**src/rtl/mod_counter_hardcoded.sv**
```systemverilog
// -----------------------------------------------------------------------------
// mod_counter_hardcoded
//
// Purpose:
//   Modulo-MOD up-counter with an elaboration-time modulus. Counts
//   0, 1, ..., MOD-1 and wraps to 0, advancing only on rising clock edges
//   where enable is high. Intended as a generic divider/sequencer primitive.
//
// Parameters:
//   The modulus parameter sets the wrap point; legal values are 2 .. 2**16,
//   default 10. The width of Q is derived locally as $clog2 of the modulus
//   and cannot be overridden.
//
// Ports:
//   clk      in   1     rising-edge clock
//   reset_n  in   1     asynchronous reset, ACTIVE-HIGH despite the name
//                       (a value of 1 resets; kept for codebase consistency)
//   enable   in   1     count enable, sampled on the rising edge of clk
//   Q        out  BITS  current count, registered
//   tc       out  1     terminal count, combinational (only when the macro
//                       MOD_COUNTER_TC_EN is defined):
//                       tc = enable & (Q == MOD-1), forced low during reset
//
// Optional feature macro: MOD_COUNTER_TC_EN
//   Undefined (default): no tc port, counter otherwise identical.
//   Defined: adds the tc output for cascading counters (tc -> next enable).
// -----------------------------------------------------------------------------
module mod_counter_hardcoded #(
    parameter int MOD = 10
) (
    input  logic                   clk,
    input  logic                   reset_n,
    input  logic                   enable,
    output logic [$clog2(MOD)-1:0] Q
`ifdef MOD_COUNTER_TC_EN
    ,
    output logic                   tc
`endif
);

    localparam int BITS = $clog2(MOD);

    // Moduli below 2 give a zero-width counter and are rejected at elaboration.
    if (MOD < 2) begin : g_bad_mod
        $error("mod_counter_hardcoded: MOD must be >= 2 (got %0d)", MOD);
    end

    localparam logic [BITS-1:0] LAST = BITS'(MOD - 1);
    localparam logic [BITS-1:0] ONE  = BITS'(1);

    logic [BITS-1:0] count_q;
    logic [BITS-1:0] count_d;

    // Next-state: a single compare against MOD-1. Using >= rather than ==
    // also pulls any out-of-range value (only reachable by upset, never from
    // reset) back to 0 on the next enabled edge. For power-of-two MOD, LAST
    // is all ones, so this is exactly the natural overflow.
    always_comb begin
        count_d = count_q;
        if (enable) begin
            if (count_q >= LAST) begin
                count_d = '0;
            end else begin
                count_d = count_q + ONE;
            end
        end
    end

    always_ff @(posedge clk or posedge reset_n) begin
        if (reset_n) begin
            count_q <= '0;
        end else begin
            count_q <= count_d;
        end
    end

    assign Q = count_q;

`ifdef MOD_COUNTER_TC_EN
    // Reset gating is explicit so tc stays low even if enable is high while
    // reset is held.
    assign tc = enable & ~reset_n & (count_q == LAST);
`endif

endmodule

```
**config.mk**
```make
export PLATFORM = sky130hd
export DESIGN_NAME = mod_counter_hardcoded
export DESIGN_NICKNAME = d
export VERILOG_FILES = /design/src/rtl/mod_counter_hardcoded.sv
export SDC_FILE = /design/constraint.sdc
export NUM_CORES = 1
export LEC_CHECK = 0
export ABC_CLOCK_PERIOD_IN_PS = 1600
export BUFFER_PORTS_ARGS = -buffer_cell sky130_fd_sc_hd__buf_4
export CORE_AREA = 2 2 39 41
export CTS_CLUSTER_DIAMETER = 200
export DETAILED_ROUTE_END_ITERATION = 10
export DIE_AREA = 0 0 41 43
export PLACE_DENSITY = 0.39
export SETUP_SLACK_MARGIN = 0.05
export SKIP_LAST_GASP = 1
export SLEW_MARGIN = 0
export SYNTH_ARGS = -nofsm -noshare
export SYNTH_HDL_FRONTEND = slang
export SYNTH_SLANG_ARGS = --single-unit
```
**constraint.sdc**
```tcl
create_clock -name clk -period 1.6 [get_ports clk]
set_input_delay 0.24 -clock clk [delete_from_list [all_inputs] [get_ports clk]]
set_output_delay 0.24 -clock clk [all_outputs]
set_load 0.05 [all_outputs]
```
==> flow_metrics.tcl <==
set metrics [dict create \
    run_status "finished clean" \
    period_share 0.7724 \
    area_delta_synth_final_pct 40.00 \
    clk_pin_slew_worst_paths_ns 0.04 \
    syn_nets 30 \
    synth_cell_types 13 \
    fin_crit_ns 1.236 \
    layout-drive-gt1-share 0.2941 \
    die_w_um 41 \
    num_vias 214 \
    holdCritStartpoint "enable" \
    placedInstanceArea_um2 309.0 \
    detailed_place_hpwl_um 368.7 \
    clockBufferDepth 2 \
    yosys_warnings 0 \
    crit_chain "inv_1 -> ha_1 -> inv_1 -> o31a_1 -> a21oi_1" \
    wire_per_inst_um 9.720 \
    ys_ff_latch 4 \
    wl_um 486 \
    antenna_found_initial 0 \
    firstDrtPassIters 1 \
    numCtsBuffers 3 \
    diodes 0 \
    finalInstanceArea_um2 341.6 \
    startpoint "Q[0]$_DFFE_PP0P_" \
    path_buf_inv 2 \
    max-cap-violations 0 \
    cts_root_buffer "clkbuf_4" \
    finalHoldViolCount 0 \
    startpoint_type "flop" \
    drc 0 \
    cts_htree_levels 1 \
    ios 7 \
    dieArea_um2 1763 \
    fin_skew_ns 0.005941 \
    grt_pass1_wl_um 821 \
    clock.fmax_mhz 809.2 \
    critical_path_required_ns 1.76 \
    core_um2 1384 \
    cts_sinks 4 \
    grt_pass1_vias 202 \
    slew_headroom 0.8621 \
    grt.overflow.total 0 \
    tightest_slew_ns 0.2069 \
    seq_area_frac_synth 0.4103 \
    rsz0062_at_grt "no" \
    holdCritPathClass "in2reg" \
    drv_slew 0 \
    critPathMaxStageDelay_ns 0.43 \
    grt_max_degree 9 \
    largest_register_ffs 4 \
    cp_max_fo 6 \
    netlist_area_um2 244.0 \
    syn_area_per_cell_um2 10.17 \
    setup-violations-final 0 \
    synth_top_area_share 0.4103 \
    crit_type "reg2reg" \
    syn-instance-count 24 \
    cts_tree "yes" \
    start_util 0.1763 \
    setup_tns_ns 0 \
    path_delay_family "compound AO/OA/AOI/OAI gates" \
    dr.first_iter.drc_count 0 \
    ant_nets 0 \
    gp_congestion 0.7178 \
    synth.area.top_cells "dfrtp_1 (41%), ha_1 (15%), nand2b_1 (7.7%), o311ai_2 (6.7%), inv_1 (6.2%)" \
    grt_use_total 0.07437 \
    arrival_ns 1.39 \
    chipHeight_um 43 \
    crit-reg2reg-launch "Q[0]$_DFFE_PP0P_" \
    crit_path_frequent_cell "inv_1" \
    via_per_inst 4.280 \
    worstSkewPairLatency_ns 0.24 \
    port_buffers 6 \
    layout.nets 42 \
    rows 14 \
    synth_top_area_cell "dfrtp_1" \
    crit_slowest_cell "dfrtp_1" \
    worstSetupEndpointType "flop" \
]
logic make-up (layout without fill, tap and decap cells):
kind of cell,after synthesis,after routing,share of synthesized area
compound gates,7,7,0.2359
simple gates,6,6,0.1385
fa+ha+maj,3,3,0.1539
buf+inv,4,14,0.06152
flops,4,4,0.4103
metal layers:
metal	vias to the layer above	global-route usage	part of all wire
li1	104	-	-
met1	104	0.09677	0.51
met2	6	0.08125	0.45
met3	0	0.04712	0.041
met4	0	0.06000	0
met5	-	0	0
what timing repair did:
action                     4_1_cts  5_1_grt
gates resized for setup          0        0
setup endpoints to repair        0        0
hold buffers                     1        0
hold endpoints to repair         4        0
buffers inserted                 0        0
cells in the final DEF, fill, tap and decap left out, drive strengths merged:
cell type	netlist	routed
buf	0	6
dfrtp	4	4
inv	4	4
nand2b	3	3
ha	3	3
clkbuf	0	3
nand2	2	2
o31a	1	1
a41oi	1	1
a21oi	1	1
o21ai	1	1
o22ai	1	1
nand3b	1	1
a21o	1	1
o311ai	1	1
dlygate4sd3	0	1
cell type report:
class,instances,area [um^2]
fill,155,1042
multi-input combinational,16,128.9
sequential,4,100.1
timing repair buffer,7,55.05
clock buffer,3,22.52
tap,16,20.02
inverter,4,15.01
stage by stage:
step	util	setup WS, ns	hold slack, ns	instances
after floorplan	-	0.09423	0.006082	24
after global placement	0.2233	0.3736	0.1338	46
after detailed placement	0.2233	0.3696	0.1456	46
after CTS	0.2468	0.3606	0.2315	50
after global routing	0.2468	0.2674	0.2541	50
final	0.2468	0.3642	0.2412	50
Yosys cell counts, drive strengths merged:
master,n
dfrtp,4
inv,4
ha,3
nand2b,3
nand2,2
a21o,1
a21oi,1
a41oi,1
nand3b,1
o21ai,1
o22ai,1
o311ai,1
o31a,1
worst register-to-register path: stages (launching register included):
cell     delay, ns
dfrtp_1       0.43
inv_1         0.10
ha_1          0.14
inv_1         0.05
o31a_1        0.27
a21oi_1       0.16
path summary, 6_finish.rpt:
path | end | slack (ns) | cells after the start
max in group asynchronous | Q[0]$_DFFE_PP0P_ | 0.98 | 3
max reg2reg | Q[3]$_DFFE_PP0P_ | 0.36 | 5
min reg2reg | Q[2]$_DFFE_PP0P_ | 0.61 | 2
min | Q[3]$_DFFE_PP0P_ | 0.24 | 2
min in group asynchronous | Q[3]$_DFFE_PP0P_ | 0.46 | 3
max | Q[3]$_DFFE_PP0P_ | 0.36 | 5
Power is not shown: default switching activity piles up to over one toggle a cycle in this logic, so the estimate is an artifact.
